File: config.mk
export PLATFORM = sky130hd
export DESIGN_NAME = decrementer_pipe
export DESIGN_NICKNAME = d
export VERILOG_FILES = /design/src/rtl/alu_pkg.sv /design/src/rtl/dec_core.sv /design/src/rtl/decrementer_pipe.sv
export SDC_FILE = /design/constraint.sdc
export NUM_CORES = 1
export LEC_CHECK = 0
export ABC_AREA = 1
export BUFFER_PORTS_ARGS = -buffer_cell sky130_fd_sc_hd__buf_4
export CORE_MARGIN = 3
export CORE_UTILIZATION = 45
export CTS_BUF_LIST = sky130_fd_sc_hd__clkbuf_8
export DETAILED_ROUTE_END_ITERATION = 12
export GPL_ROUTABILITY_DRIVEN = 0
export MAX_ROUTING_LAYER = met4
export PLACE_DENSITY = 0.69
export SLEW_MARGIN = 20
export SYNTH_ARGS = -nofsm -noshare
export SYNTH_HDL_FRONTEND = slang
export SYNTH_SLANG_ARGS = --single-unit
File: constraint.sdc
create_clock -name clk -period 2.8 [get_ports clk]
set_input_delay 0.56 -clock clk [delete_from_list [all_inputs] [get_ports clk]]
set_output_delay 0.56 -clock clk [all_outputs]
set_load 0.02 [all_outputs]
File: src/rtl/alu_pkg.sv
// ============================================================================
// Module  : alu_pkg
// Brief   : Shared ALU datapath constants and decrementer queue state encoding.
// Revision: 1.0 - initial release
// ============================================================================
`default_nettype none

package alu_pkg;

  localparam int ALU_WIDTH   = 4;
  localparam int DEC_Q_DEPTH = 2;

  // Encoding equals the queue occupancy count.
  typedef enum logic [1:0] {
    Q_EMPTY = 2'd0,
    Q_ONE   = 2'd1,
    Q_FULL  = 2'd2
  } dec_q_state_e;

endpackage

`default_nettype wire

File: src/rtl/dec_core.sv
// ============================================================================
// Module  : dec_core
// Brief   : Combinational decrement S = A - 1 with borrow-out.
//           Define DEC_SATURATE_EN to saturate A=0 to S=0 instead of wrapping.
// Revision: 1.0 - initial release
// ============================================================================
`default_nettype none

module dec_core
  import alu_pkg::*;
#(
  parameter int WIDTH = ALU_WIDTH
) (
  input  logic [WIDTH-1:0] A,
  output logic [WIDTH-1:0] S,
  output logic             B_out
);

  logic [WIDTH-1:0] w_diff;

  // A bit flips exactly when every lower bit is zero.
  assign w_diff[0] = ~A[0];

  for (genvar i = 1; i < WIDTH; i++) begin : g_bit
    assign w_diff[i] = A[i] ^ ~(|A[i-1:0]);
  end

  assign B_out = ~(|A);

`ifdef DEC_SATURATE_EN
  assign S = B_out ? '0 : w_diff;
`else
  assign S = w_diff;
`endif

endmodule

`default_nettype wire

File: src/rtl/decrementer_pipe.sv
// ============================================================================
// Module  : decrementer_pipe
// Brief   : Decrementer with valid/ready input and a 2-entry output queue.
//           Honours DEC_SATURATE_EN via dec_core.
// Revision: 1.0 - initial release
// ============================================================================
`default_nettype none

module decrementer_pipe
  import alu_pkg::*;
#(
  parameter int WIDTH = ALU_WIDTH,
  parameter int DEPTH = DEC_Q_DEPTH
) (
  input  logic             clk,
  input  logic             rst_n,
  input  logic             in_valid,
  output logic             in_ready,
  input  logic [WIDTH-1:0] A,
  output logic             out_valid,
  input  logic             out_ready,
  output logic [WIDTH-1:0] S,
  output logic             B_out
);

  localparam logic [1:0] c_FULL_CNT = 2'(DEPTH);

  dec_q_state_e     state_q, state_d;
  logic [WIDTH:0]   head_q, head_d;
  logic [WIDTH:0]   tail_q, tail_d;
  logic [WIDTH-1:0] w_core_s;
  logic             w_core_b;
  logic [WIDTH:0]   w_result;
  logic             w_push;
  logic             w_pop;

  dec_core #(
    .WIDTH (WIDTH)
  ) u_dec_core (
    .A     (A),
    .S     (w_core_s),
    .B_out (w_core_b)
  );

  assign w_result = {w_core_b, w_core_s};

  // Handshake flags come from registered state only; out_ready never reaches in_ready.
  assign in_ready  = (state_q != c_FULL_CNT);
  assign out_valid = (state_q != Q_EMPTY);
  assign w_push    = in_valid && in_ready;
  assign w_pop     = out_valid && out_ready;

  assign S     = out_valid ? head_q[WIDTH-1:0] : '0;
  assign B_out = out_valid ? head_q[WIDTH]     : 1'b0;

  always_ff @(posedge clk or negedge rst_n) begin
    if (!rst_n) begin
      state_q <= Q_EMPTY;
      head_q  <= '0;
      tail_q  <= '0;
    end else begin
      state_q <= state_d;
      head_q  <= head_d;
      tail_q  <= tail_d;
    end
  end

  always_comb begin
    state_d = state_q;
    head_d  = head_q;
    tail_d  = tail_q;
    unique case (state_q)
      Q_EMPTY: begin
        if (w_push) begin
          head_d  = w_result;
          state_d = Q_ONE;
        end
      end
      Q_ONE: begin
        if (w_push && w_pop) begin
          head_d = w_result;
        end else if (w_push) begin
          tail_d  = w_result;
          state_d = Q_FULL;
        end else if (w_pop) begin
          state_d = Q_EMPTY;
        end
      end
      Q_FULL: begin
        if (w_pop) begin
          head_d  = tail_q;
          state_d = Q_ONE;
        end
      end
      default: state_d = Q_EMPTY;
    endcase
  end

endmodule

`default_nettype wire

# Word level (Yosys, flattened, before mapping)

Cells that the tools add are included.

Eq/ne operators: 8
Bitwise operators: 8
Reduce and logical (&&, ||, !) cells: 12
Muxes and demuxes: 12

Operators by type and width:

| operator                                                              | number |
|---|---|
| 5-bit two-way mux                                                     | 3 |
| 5-bit one-hot mux with 3 select lines                                 | 1 |
| 2-bit two-way mux                                                     | 5 |
| 2-bit != test, second input constant                                  | 5 |
| 4-bit AND reduction                                                   | 2 |
| 2-bit one-hot mux with 3 select lines                                 | 1 |
| 1-bit inverter                                                        | 5 |
| 4-bit two-way mux                                                     | 1 |
| 4-bit OR reduction                                                    | 1 |
| 1-bit logical AND                                                     | 3 |
| 3-bit != test, second input constant                                  | 1 |
| 3-bit AND reduction                                                   | 1 |
| 3-bit nonzero test                                                    | 1 |
| 3-bit OR reduction                                                    | 1 |
| 1-bit bitwise XOR                                                     | 3 |
| 2-bit by 1-bit equality test with 1-bit output, second input constant | 1 |
| 2-bit equality test, second input constant                            | 1 |
| 2-bit logical NOT                                                     | 1 |
| 2-bit nonzero test                                                    | 1 |
| 2-bit OR reduction                                                    | 1 |
| 1-bit two-way mux                                                     | 1 |

Register bits: 12
Bits of input ports: 8
Output and inout bits: 7
Word-level logic and storage cells: 43

# Longest topological paths before layout

Gate-level depths: netlist of run 1.

Depth in word-level cells: 6
Mapped depth: 9
Depth with buffers taken out: 9

# Cells and area by module

A second synthesis of run 1 with hierarchy kept.

Cells, all modules: 102
Area, all modules: 715.7 µm²

Modules (own cells, without submodules):

| module           | seq. area each (µm²) | area an instance (µm²) | instances | cells an instance |
|---|---|---|---|---|
| decrementer_pipe | 300.3                | 645.6                  | 1         | 88 |
| dec_core         | 0.0                  | 70.1                   | 1         | 14 |

# Worst setup path after synthesis of run 1

No wires, ideal clock.

Path type: input to register
Start: input A[0]
End: register head_q[2]
Slack: 1.385 ns
Path buffers: 0
Required time: 2.684 ns
Setup time: 0.116 ns
Arrival: 1.298 ns
Cell stages on the path: 8
Cells stage by stage: inv_1 -> ha_1 -> ha_1 -> inv_1 -> nand2_1 -> nand2_1 -> nand2_1 -> nand2_1

Word-level cells in the longest chain between the ends: 5

Ends and longest elaborated chain:

| item                                    | line                                           | text |
|---|---|---|
| start: declaration                      | decrementer_pipe.sv:19                         | `input logic [WIDTH-1:0] A,` |
| 2-bit OR reduction *                    | dec_core.sv:25                                 | `assign w_diff[i] = A[i] ^ ~(\|A[i-1:0]);` |
| 1-bit inverter *                        | dec_core.sv:25                                 |  |
| 1-bit bitwise XOR *                     | dec_core.sv:25                                 |  |
| 5-bit two-way mux (on tied branches)    | decrementer_pipe.sv:80, decrementer_pipe.sv:74 |  |
| 5-bit one-hot mux with 3 select lines * | decrementer_pipe.sv:72                         | `unique case (state_q)` |
| end signal: assignment                  | decrementer_pipe.sv:59                         | `head_q <= '0;` |
| end signal: assignment                  | decrementer_pipe.sv:63                         | `head_q <= head_d;` |
| end: declaration                        | decrementer_pipe.sv:29                         | `logic [WIDTH:0] head_q, head_d;` |

Every way passes the cells marked *; elsewhere a longest branch is shown, timed or not. The select of a mux whose other input is x is not followed.
A chain may end at the register's enable or synchronous reset.

# Worst setup path after layout of run 1

Start: register state_q[0]
End: output S[3]

Word-level cells in the longest chain between the ends: 2

Ends and longest elaborated chain:

| item                     | line                   | text |
|---|---|---|
| start: declaration       | decrementer_pipe.sv:28 | `dec_q_state_e state_q, state_d;` |
| start signal: assignment | decrementer_pipe.sv:62 | `state_q <= state_d;` |
| 2-bit nonzero test       | decrementer_pipe.sv:49 | `assign out_valid = (state_q != Q_EMPTY);` |
| 4-bit two-way mux        | decrementer_pipe.sv:53 | `assign S = out_valid ? head_q[WIDTH-1:0] : '0;` |
| end: declaration         | decrementer_pipe.sv:22 | `output logic [WIDTH-1:0] S,` |

Every way passes these cells.

==> results.md, run 1 <==
| Parameter | Value |
|:---|:---|
| # port buffers | 14 |
| Post-route cell area | 820 um2 |
| Average instance area after synthesis | 6.94 um2 |
| Chip width | 43.9 um |
| Initial Utilization | 49.0% |
| Clock-pin slew reported for the worst setup and hold paths after clock tree synthesis | 50 ps |
| Number of storage elements in the synthesis netlist | 12 |
| Slew at the pin with the worst max-slew slack | 362 ps |
| Final-layout setup total negative slack | 0 ps |
| Cell area after synthesis | 646 um2 |
| Number of core rows | 13 |
| Hold buffers post-CTS | 0 |
| Flop-to-flop setup slack | 1620 ps |
| Total power per unit cell area | 797 nW/um2 |
| Syn. warnings | 0 |
| Initial drt markers | 11 |
| Commonest cells after routing, fill and taps aside | 39 x sky130_fd_sc_hd__nand2_1, 17 x sky130_fd_sc_hd__inv_1, 14 x sky130_fd_sc_hd__buf_4 |
| Leakage power | 0.493 nW |
| Detailed-route wire length | 1240 um |
| GRT Resource Usage Total | 16.7% |
| Maximum clock rate | 572 MHz |
| Area leader, netlist | sky130_fd_sc_hd__dfrtp_1 |
| Buffers inserted by post-CTS timing repair | 0 |
| Initial antenna violation count | 0 |
| Time the final worst path needs with I/O delays and setup | 1750 ps |
| Post-Synthesis Cells | 93 |
| Die Area | 1930 um2 |
| Max VDD drop | 361 uV |
| Ant. Diodes | 0 |
| Vias post-DR | 592 |
| Dominant cells by area after synthesis | sky130_fd_sc_hd__dfrtp_1 47%, sky130_fd_sc_hd__nand2_1 23%, sky130_fd_sc_hd__inv_1 9.9% |
| Area Overhead vs Synth | 26.9% |
| Post-route worst hold slack | 149 ps |
| GRT Residual Overflow | 0 |
| Count of maximum capacitance violations | 0 |
| Total number of H-tree levels | 1 |
| Router iterations before antenna repair | 4 |
| Worst setup skew after layout | 2.56 ps |
| Peak fanout along the critical path | 6 |
| Total number of nets in the final design | 121 |
| Type of the worst setup path | flip-flop to output port |
| R2R cell count | 3 |
| Vert. Die Dim | 43.9 um |
| Final setup vio count | 0 |
| Result of the run | finished, final reports clean |
| DRC Markers | 0 |
| Leading cell type in the layout, fill and taps excluded | sky130_fd_sc_hd__nand2_1 |
| Hold violation total from the final report | 0 |
| Inserted Clock Buffers | 3 |
| Portion of the clock cycle consumed by the worst path in the final layout | 62.4% |
| Number of primary I/O pins | 15 |
| Number of buffers on the longest clock path | 2 |
| Pin count of the biggest net entering global routing | 13 |
| Worst-path cell chain | nor2_1, nor2_1, buf_4 |
| Hold Path Class | primary input to asynchronous set/reset pin |
| Average vias per placed instance | 4.74 |
| Crit path arrival time | 1190 ps |
| Number of gates resized after cts | 0 |
| Number of clock sinks | 12 |
| Delay contributed by the slowest stage of the critical path | 400 ps |
| Startpoint type of the worst setup path | flip-flop |
| Most used cell, CP | sky130_fd_sc_hd__nor2_1 |
| CTS tree | yes |
| Rel. slew slack | 75.8% |
| Wire length per cell | 9.91 um |
| Slew Limit Fails | 0 |
| Worst reg2reg startpoint | state_q[1] |
| Unrepaired setup endpoints after global routing | no |
| Area of placed instances | 764 um2 |
| Share of post-route cells with drive strength above 1 | 20.0% |
| Worst Path Required | 2240 ps |
| Nature of the critical path endpoint | output port |
| Post-detailed-route count of antenna-violating nets | 0 |
| Portion of the post-synthesis area used by sequential elements | 46.5% |
| Net Count, Synth | 103 |
| Crit Reg-Reg Endpoint | tail_q[4] |
| Unique cell type count in the Yosys netlist | 12 |
| Vias in the first global route | 583 |
| Clock tree root buffer cell | sky130_fd_sc_hd__clkbuf_8 |
| Final HPWL DP | 969 um |
| Core Box Area | 1320 um2 |
| Area share of the leading cell type in the synthesized netlist | 46.5% |
| Slowest CP cell | sky130_fd_sc_hd__dfrtp_1 |
| Clock insertion delay at the later pin of the skew report | 240 ps |
| Wire length of the first global-routing pass | 2300 um |
[sequential cells by signal, indices dropped and copies added, names as in the netlist]
name     cells
state_q      2
head_q       5
tail_q       5
[critical path, delay by kind of cell, from the launching register on]
kind,cells,cell delay [ps]
buffers and inverters,1,160
AND/OR/NAND/NOR,2,380
flip-flops,1,400
[how the worst max path moves through the flow]
stage	startpoint	depth (start not counted)	end	slack [ps]
finish	state_q[0]	3	S[3]	1050
global placement	A[0]	9	head_q[2]	1270
global route	state_q[1]	3	S[3]	930
floorplan	A[0]	8	head_q[2]	1390
CTS	state_q[0]	3	S[3]	1020
detailed placement	A[0]	9	head_q[2]	1250
[Yosys cell counts]
library cell              count
sky130_fd_sc_hd__nand2_1     39
sky130_fd_sc_hd__nand3_1      2
sky130_fd_sc_hd__dfrtp_1     12
sky130_fd_sc_hd__nand4_1      1
sky130_fd_sc_hd__buf_2        1
sky130_fd_sc_hd__nor2_1       7
sky130_fd_sc_hd__nand2_2      2
sky130_fd_sc_hd__o21ai_0      8
sky130_fd_sc_hd__ha_1         2
sky130_fd_sc_hd__inv_1       17
sky130_fd_sc_hd__inv_2        1
sky130_fd_sc_hd__or2_2        1
[cell families after synthesis]
group	Yosys count	share of synthesized area, %
compound gates	8	6.20
simple gates	52	32.2
buf+inv	19	11.2
fa+ha+maj	2	3.88
flops	12	46.5
[report_power, final]
| group | switching (mW) | total [mW] | internal (mW) |
|---|---|---|---|
| clock network | 0.0646 | 0.189 | 0.124 |
| registers | 0.0320 | 0.262 | 0.230 |
| logic | 0.122 | 0.203 | 0.0811 |
| total | 0.218 | 0.653 | 0.435 |
[final cells by class]
class,instances,area (um2)
fillers,130,498
flip-flops and latches,12,300
multi-input cells,62,273
repair buffers,14,105
inverters,18,67.6
clock buffers,4,55.1
well taps,15,18.8
[stage by stage]
step	setup WS, ps	cells	power (mW)	utilization [%]
2_1_floorplan	1390	93	0.394	-
3_3_place_gp	1270	121	0.461	58.0
3_5_place_dp	1250	121	0.469	58.0
4_1_cts	1020	125	0.662	62.2
5_1_grt	925	125	0.708	62.2
6_report	1050	125	0.653	62.2
[routing by layer]
layer  GRT usage (%)  share of wire, %  vias to the layer above
met5               -                 0                        -
met4            5.42               1.4                        0
met3            5.39               6.1                        4
met2            27.3                49                       16
met1            19.1                44                      262
li1                -                 -                      310
(Power assumes the default switching activity.)
==> run 2, diff against run 1 <==
--- a/config.mk
+++ b/config.mk
@@ -13,7 +13,7 @@
 export DETAILED_ROUTE_END_ITERATION = 12
 export GPL_ROUTABILITY_DRIVEN = 0
 export MAX_ROUTING_LAYER = met4
-export PLACE_DENSITY = 0.69
+export PLACE_DENSITY = 0.71
 export SLEW_MARGIN = 20
 export SYNTH_ARGS = -nofsm -noshare
 export SYNTH_HDL_FRONTEND = slang
==> constraint.sdc (replaced) <==
create_clock -name clk -period 1.6 [get_ports clk]
set_input_delay 0.32 -clock clk [delete_from_list [all_inputs] [get_ports clk]]
set_output_delay 0.32 -clock clk [all_outputs]
set_load 0.02 [all_outputs]
==> results.md, run 2 (synthesized netlist as in run 1, its figures left out) <==
| Parameter | Value | vs previous |
|:---|:---|:---|
| Largest regs | head_q (5), tail_q (5), state_q (2) |  |
| Worst Path Required | 1280 ps | -960 ps |
| Area Overhead vs Synth | 26.7% |  |
| Slew at the pin with the worst max-slew slack | 374 ps | +12.0 ps |
| Vert. Die Dim | 43.9 um | unchanged |
| Unrepaired setup endpoints after global routing | no |  |
| Area of placed instances | 764 um2 | unchanged |
| Worst reg2reg startpoint | state_q[1] |  |
| Total number of H-tree levels | 1 | unchanged |
| Count of maximum capacitance violations | 0 | unchanged |
| Wire length per cell | 9.30 um | -6.1% |
| GRT Residual Overflow | 0 | unchanged |
| # port buffers | 14 | unchanged |
| Hold violation total from the final report | 0 | unchanged |
| GRT Resource Usage Total | 14.8% | -1.8 points |
| Portion of the clock cycle consumed by the worst path in the final layout | 88.0% |  |
| Time the final worst path needs with I/O delays and setup | 1410 ps |  |
| Clock tree root buffer cell | sky130_fd_sc_hd__clkbuf_8 |  |
| Vias post-DR | 553 | -6.6% |
| Hold Path Class | primary input to flip-flop |  |
| DRC Markers | 0 | unchanged |
| Slew Limit Fails | 0 | unchanged |
| Type of the worst setup path | flip-flop to output port |  |
| Initial antenna violation count | 0 | unchanged |
| CTS tree | yes |  |
| Die Area | 1930 um2 | unchanged |
| Final HPWL DP | 914 um | -5.7% |
| Worst setup skew after layout | 0.599 ps | -1.96 ps |
| Vias in the first global route | 497 | -15% |
| Core Box Area | 1320 um2 | unchanged |
| Flop-to-flop setup slack | 390 ps | -1230 ps |
| Leading cell type in the layout, fill and taps excluded | sky130_fd_sc_hd__nand2_1 |  |
| Commonest cells after routing, fill and taps aside | 39 x sky130_fd_sc_hd__nand2_1, 17 x sky130_fd_sc_hd__inv_1, 14 x sky130_fd_sc_hd__buf_4 |  |
| Router iterations before antenna repair | 4 | unchanged |
| Post-detailed-route count of antenna-violating nets | 0 | unchanged |
| Result of the run | finished, final reports clean |  |
| Clock insertion delay at the later pin of the skew report | 230 ps | about the same |
| Peak fanout along the critical path | 6 | unchanged |
| Number of clock sinks | 12 | unchanged |
| Post-route core utilization | 62.1% | -0.095 points |
| Pin count of the biggest net entering global routing | 13 | unchanged |
| Total number of nets in the final design | 122 | +0.83% |
| Detailed-route wire length | 1160 um | -6.1% |
| Final setup vio count | 0 | unchanged |
| Crit Reg-Reg Endpoint | tail_q[2] |  |
| Number of primary I/O pins | 15 | unchanged |
| Startpoint type of the worst setup path | flip-flop |  |
| R2R cell count | 3 | unchanged |
| Initial drt markers | 10 | -1 |
| Initial Utilization | 49.0% | unchanged |
| Number of buffers on the longest clock path | 2 | unchanged |
| Crit path capture | B_out |  |
| Wire length of the first global-routing pass | 2060 um | -11% |
| Post-route cell area | 818 um2 | -0.15% |
| Inserted Clock Buffers | 3 | unchanged |
| Ant. Diodes | 0 | unchanged |
| Chip width | 43.9 um | unchanged |
| Share of post-route cells with drive strength above 1 | 20.0% | unchanged |
| Total power per unit cell area | 1320 nW/um2 | +65% |
| Max VDD drop | 693 uV | +92% |
| Leakage power | 0.490 nW | -0.56% |
| Launch point of the worst path | state_q[0] |  |
| Number of core rows | 13 | unchanged |
| Nature of the critical path endpoint | output port |  |
| Crit path arrival time | 1090 ps | -100 ps |
| Final-layout setup total negative slack | 0 ps | unchanged |
| Rel. slew slack | 75.0% | -0.80 points |
| Clock-pin slew reported for the worst setup and hold paths after clock tree synthesis | 50 ps | about the same |
| Average vias per placed instance | 4.42 | -6.6% |
| Maximum clock rate | 710 MHz |  |
| Filler Cell Count | 123 | -5.4% |
run 2: area by class of cell:
type	count	area, um2	area share (%)
Clock buffer	3	41.3	5.05
Inverter	18	67.6	8.26
Multi-Input combinational cell	62	275	33.6
Sequential cell	12	300	36.7
Tap cell	15	18.8	2.29
Timing Repair Buffer	15	115	14.1
run 2: worst max-delay path, cell delays in order, from the launching register on:
cell and delay [ps]:
sky130_fd_sc_hd__dfrtp_1 410, sky130_fd_sc_hd__nor2_2 220, sky130_fd_sc_hd__nor2_1 70, sky130_fd_sc_hd__buf_4 160
run 2: worst min path at each step:
stage | from | endpoint | cells past startpoint
after global placement | rst_n | head_q[3] | 1
after global routing | out_ready | state_q[1] | 2
final | out_ready | state_q[1] | 2
after floorplan | rst_n | head_q[0] | 0
after detailed placement | rst_n | head_q[3] | 1
after CTS | out_ready | state_q[1] | 2
run 2: metal layers:
metal  track usage (%)  routed length [um]  part of all wire, %
met4              5.42                  12                  1.0
met5                 -                   0                    0
met2              21.5                 501                   43
met1              19.8                 574                   49
met3              3.73                  74                  6.4
run 2: what timing repair did:
item | in CTS | in global routing
endpoints found under the setup margin | 0 | 6
endpoints found under the hold margin | 12 | 0
setup buffers | 0 | 0
hold buffers | 1 | 0
resized for setup | 0 | 1
run 2: per-stage QoR:
| stage | hold slack [ps] | power (mW) | worst slack, ps | cells |
|---|---|---|---|---|
| global route | 291 | 1.17 | 81.7 | 125 |
| floorplan | 24.4 | 0.689 | 425 | 93 |
| detailed placement | 170 | 0.820 | 291 | 121 |
| finish | 288 | 1.08 | 192 | 125 |
| CTS | 287 | 1.09 | 75.6 | 125 |
| global placement | 169 | 0.807 | 303 | 121 |
run 2: where the power goes:
part / switching [mW] / internal, mW
registers: 0.0586 / 0.402
clock network: 0.0971 / 0.165
logic: 0.210 / 0.145
==> run 3, diff against run 2 <==
--- a/config.mk
+++ b/config.mk
@@ -5,7 +5,7 @@
 export SDC_FILE = /design/constraint.sdc
 export NUM_CORES = 1
 export LEC_CHECK = 0
-export ABC_AREA = 1
+export ABC_AREA = 0
 export BUFFER_PORTS_ARGS = -buffer_cell sky130_fd_sc_hd__buf_4
 export CORE_MARGIN = 3
 export CORE_UTILIZATION = 45
==> constraint.sdc (replaced) <==
create_clock -name clk -period 1.6 [get_ports clk]
set_input_delay 0.48 -clock clk [delete_from_list [all_inputs] [get_ports clk]]
set_output_delay 0.48 -clock clk [all_outputs]
set_load 0.02 [all_outputs]
==> results.md, run 3 <==
| Parameter | Value | vs previous |
|:---|:---|:---|
| Worst setup skew after layout | 6.18 ps | +5.58 ps |
| Post-Synth XOR/XNOR Area | 2.65% | +2.7 points |
| Initial drt markers | 8 | -2 |
| Wire length of the first global-routing pass | 1950 um | -5.1% |
| Clock-pin slew reported for the worst setup and hold paths after clock tree synthesis | 50 ps | about the same |
| Cell area after synthesis | 661 um2 | +2.3% |
| Core Box Area | 1330 um2 | +1.2% |
| Average vias per placed instance | 5.07 | +15% |
| Met2 capacity usage during global routing | 22.1% | +0.58 points |
| Leading cell type in the layout, fill and taps excluded | sky130_fd_sc_hd__buf_4 |  |
| # port buffers | 14 | unchanged |
| R2R cell count | 4 | +1 |
| Met1 layer usage reported by global route | 17.9% | -1.9 points |
| Portion of the clock cycle consumed by the worst path in the final layout | 97.2% | +9.2 points |
| Wire length per cell | 12.6 um | +35% |
| Chip width | 44.3 um | +1.0% |
| Largest family of logic cells by synthesized area | multiplexers |  |
| Maximum clock rate | 643 MHz | -9.5% |
| Nature of the critical path endpoint | output port |  |
| GR Layer Usage met3 | 4.88% | +1.1 points |
| Max VDD drop | 725 uV | +4.7% |
| Leakage power | 0.430 nW | -12% |
| Slew Limit Fails | 0 | unchanged |
| Unrepaired setup endpoints after global routing | yes |  |
| Detailed-route wire length | 1200 um | +2.9% |
| Commonest cells after routing, fill and taps aside | 19 x sky130_fd_sc_hd__buf_4, 10 x sky130_fd_sc_hd__dfrtp_1, 6 x sky130_fd_sc_hd__inv_1, 6 x sky130_fd_sc_hd__a21oi_1, 5 x sky130_fd_sc_hd__nor2_1 |  |
| Dominant cells by area after synthesis | sky130_fd_sc_hd__dfrtp_1 45%, sky130_fd_sc_hd__mux2_2 6.8%, sky130_fd_sc_hd__mux2i_1 6.1% |  |
| Die Area | 1960 um2 | +2.0% |
| Share of synthesized area spent on multiplexers | 17.4% | +17 points |
| Post-synthesis adder-cell area fraction | 3.79% | -0.088 points |
| Net Count, Synth | 70 | -32% |
| Hold Path Class | primary input to asynchronous set/reset pin |  |
| Final HPWL DP | 906 um | -0.85% |
| Largest regs | head_q (5), tail_q (5), state_q (2) |  |
| Clock insertion delay at the later pin of the skew report | 240 ps | about the same |
| Number of core rows | 13 | unchanged |
| GRT Resource Usage Total | 15.1% | +0.24 points |
| Average instance area after synthesis | 11.0 um2 | +59% |
| Post-route core utilization | 64.4% | +2.3 points |
| Ant. Diodes | 0 | unchanged |
| Total number of H-tree levels | 1 | unchanged |
| Vert. Die Dim | 44.3 um | +1.0% |
| Count of maximum capacitance violations | 0 | unchanged |
| Top flip-flop cell by instance count after synthesis | sky130_fd_sc_hd__dfrtp_1 |  |
| Number of primary I/O pins | 15 | unchanged |
| Initial Utilization | 49.5% | +0.53 points |
| Unique cell type count in the Yosys netlist | 20 | +8 |
| Vias in the first global route | 441 | -11% |
| Worst Path Required | 1120 ps | -160 ps |
| CTS tree | yes |  |
| Worst reg2reg startpoint | state_q[0] |  |
| Simple logic cell fraction of the synthesized area | 17.0% | -15 points |
| Post-Synthesis Cells | 60 | -35% |
| Clock tree root buffer cell | sky130_fd_sc_hd__clkbuf_8 |  |
| Initial antenna violation count | 0 | unchanged |
| Pin count of the biggest net entering global routing | 13 | unchanged |
| Most numerous cell types in the synthesized netlist | 12 x sky130_fd_sc_hd__dfrtp_1, 6 x sky130_fd_sc_hd__a21oi_1, 6 x sky130_fd_sc_hd__inv_1, 6 x sky130_fd_sc_hd__nor2_1 |  |
| Number of storage elements in the synthesis netlist | 12 | unchanged |
| Router iterations before antenna repair | 4 | unchanged |
| Type of the worst setup path | flip-flop to output port |  |
| Share of post-route cells with drive strength above 1 | 42.5% | +22 points |
| Crit Reg-Reg Endpoint | head_q[1] |  |
| Post-detailed-route count of antenna-violating nets | 0 | unchanged |
| Dominant cell by count in the synthesized netlist | sky130_fd_sc_hd__dfrtp_1 |  |
| Number of flops mapped to enable cells by yosys | 0 | unchanged |
| Peak fanout along the critical path | 6 | unchanged |
| Complex-gate fraction of the synthesized area | 7.77% | +1.6 points |
| DRC Markers | 0 | unchanged |
| Crit path arrival time | 1080 ps | about the same |
| Total power per unit cell area | 1380 nW/um2 | +4.7% |
| Async set-or-reset flop fraction in the synthesized netlist | 100% | unchanged |
| Area share of the leading cell type in the synthesized netlist | 45.5% | -1.1 points |
| Count of non-filler cells in the finished layout | 95 | -24% |
| Total number of nets in the final design | 92 | -25% |
| Portion of the post-synthesis area used by sequential elements | 45.5% | -1.1 points |
| Filler Cell Count | 109 | -11% |
| Result of the run | finished, final reports clean |  |
| Flop-to-flop setup slack | 120 ps | -270 ps |
| Inserted Clock Buffers | 3 | unchanged |
| Number of clock sinks | 12 | unchanged |
| Vias post-DR | 482 | -13% |
| Most used routing layer | met2 |  |
| Syn. warnings | 0 | unchanged |
| Rel. slew slack | 84.5% | +9.5 points |
| Hold violation total from the final report | 0 | unchanged |
| Startpoint type of the worst setup path | flip-flop |  |
| Cell Count Post-Placement | 90 | -26% |
| Number of buffers on the longest clock path | 2 | unchanged |
| Area Overhead vs Synth | 30.1% |  |
| Time the final worst path needs with I/O delays and setup | 1560 ps | +148 ps |
| Area leader, netlist | sky130_fd_sc_hd__dfrtp_1 |  |
| GRT Residual Overflow | 0 | unchanged |
| Slew at the pin with the worst max-slew slack | 232 ps | -142 ps |
| Final setup vio count | 0 | unchanged |
-- run 3: changes by cell type after synthesis, moves of 3 or more --
cell,previous run,this run
sky130_fd_sc_hd__o21ai_0,8,1
sky130_fd_sc_hd__nand2_1,39,0
sky130_fd_sc_hd__inv_1,17,6
sky130_fd_sc_hd__nor2b_1,0,3
sky130_fd_sc_hd__nor3b_1,0,3
sky130_fd_sc_hd__mux2i_1,0,4
sky130_fd_sc_hd__a21oi_1,0,6
sky130_fd_sc_hd__mux2_2,0,4
-- run 3: final cells by class --
type	instances	area [um2]	share of cell area (%)
Clock buffer	3	41.3	4.80
Inverter	6	22.5	2.62
Multi-Input combinational cell	40	332	38.6
Sequential cell	12	303	35.2
Tap cell	15	18.8	2.18
Timing Repair Buffer	19	143	16.6
-- run 3: kinds of logic (layout without fill, tap and decap cells) --
group,count (synthesis),after routing
mux,10,10
buf+inv,8,28
xor+xnor,2,2
simple gates,18,18
compound gates,8,8
fa+ha+maj,2,2
flops,12,12
-- run 3: report_power, final --
group	internal (mW)	switching, mW	total [mW]	leakage [nW]
combinational	0.228	0.217	0.445	0.267
clock	0.166	0.108	0.274	0.0216
sequential	0.411	0.0563	0.467	0.142
-- run 3: worst max-delay path, cell delays in order, from the launching register on --
cell	delay, ps
sky130_fd_sc_hd__dfrtp_2	450
sky130_fd_sc_hd__nor2_4	170
sky130_fd_sc_hd__nor2b_1	60
sky130_fd_sc_hd__buf_4	150
-- run 3: timing repair --
action | CTS | global route
hold buffers | 0 | 0
gates resized for setup | 4 | 1
buffers inserted | 1 | 1
pin swaps | 0 | 1
cloned | 0 | 0
setup endpoints to repair | 7 | 7
-- run 3: metrics by stage --
step / total power [mW] / area [um2] / hold slack (ps) / setup WS (ps) / TNS (ps)
after floorplan: 0.741 / 661 / 184 / 145 / 0
after global placement: 0.878 / 791 / 325 / 35.2 / 0
after detailed placement: 0.895 / 791 / 326 / 11.5 / 0
after CTS: 1.19 / 851 / 70.3 / 2.24 / 0
after global routing: 1.26 / 860 / 70.1 / -15.8 / -43.5
final: 1.19 / 860 / 64.3 / 44.2 / 0
-- run 3: per-layer routing --
metal / vias up / wire [um] / share of wire [%]
met5: - / 0 / 0
met4: 0 / 24 / 2.0
met3: 4 / 81 / 6.8
met2: 13 / 563 / 47
met1: 221 / 527 / 44
li1: 244 / - / -
-- run 3: worst max-delay path by stage --
stage | endpoint | from | slack, ps
finish | S[2] | state_q[1] | 40
floorplan | head_q[4] | A[0] | 140
global placement | head_q[4] | A[0] | 40
global route | S[2] | state_q[1] | -20
CTS | S[2] | state_q[1] | 2
detailed placement | head_q[4] | A[0] | 10
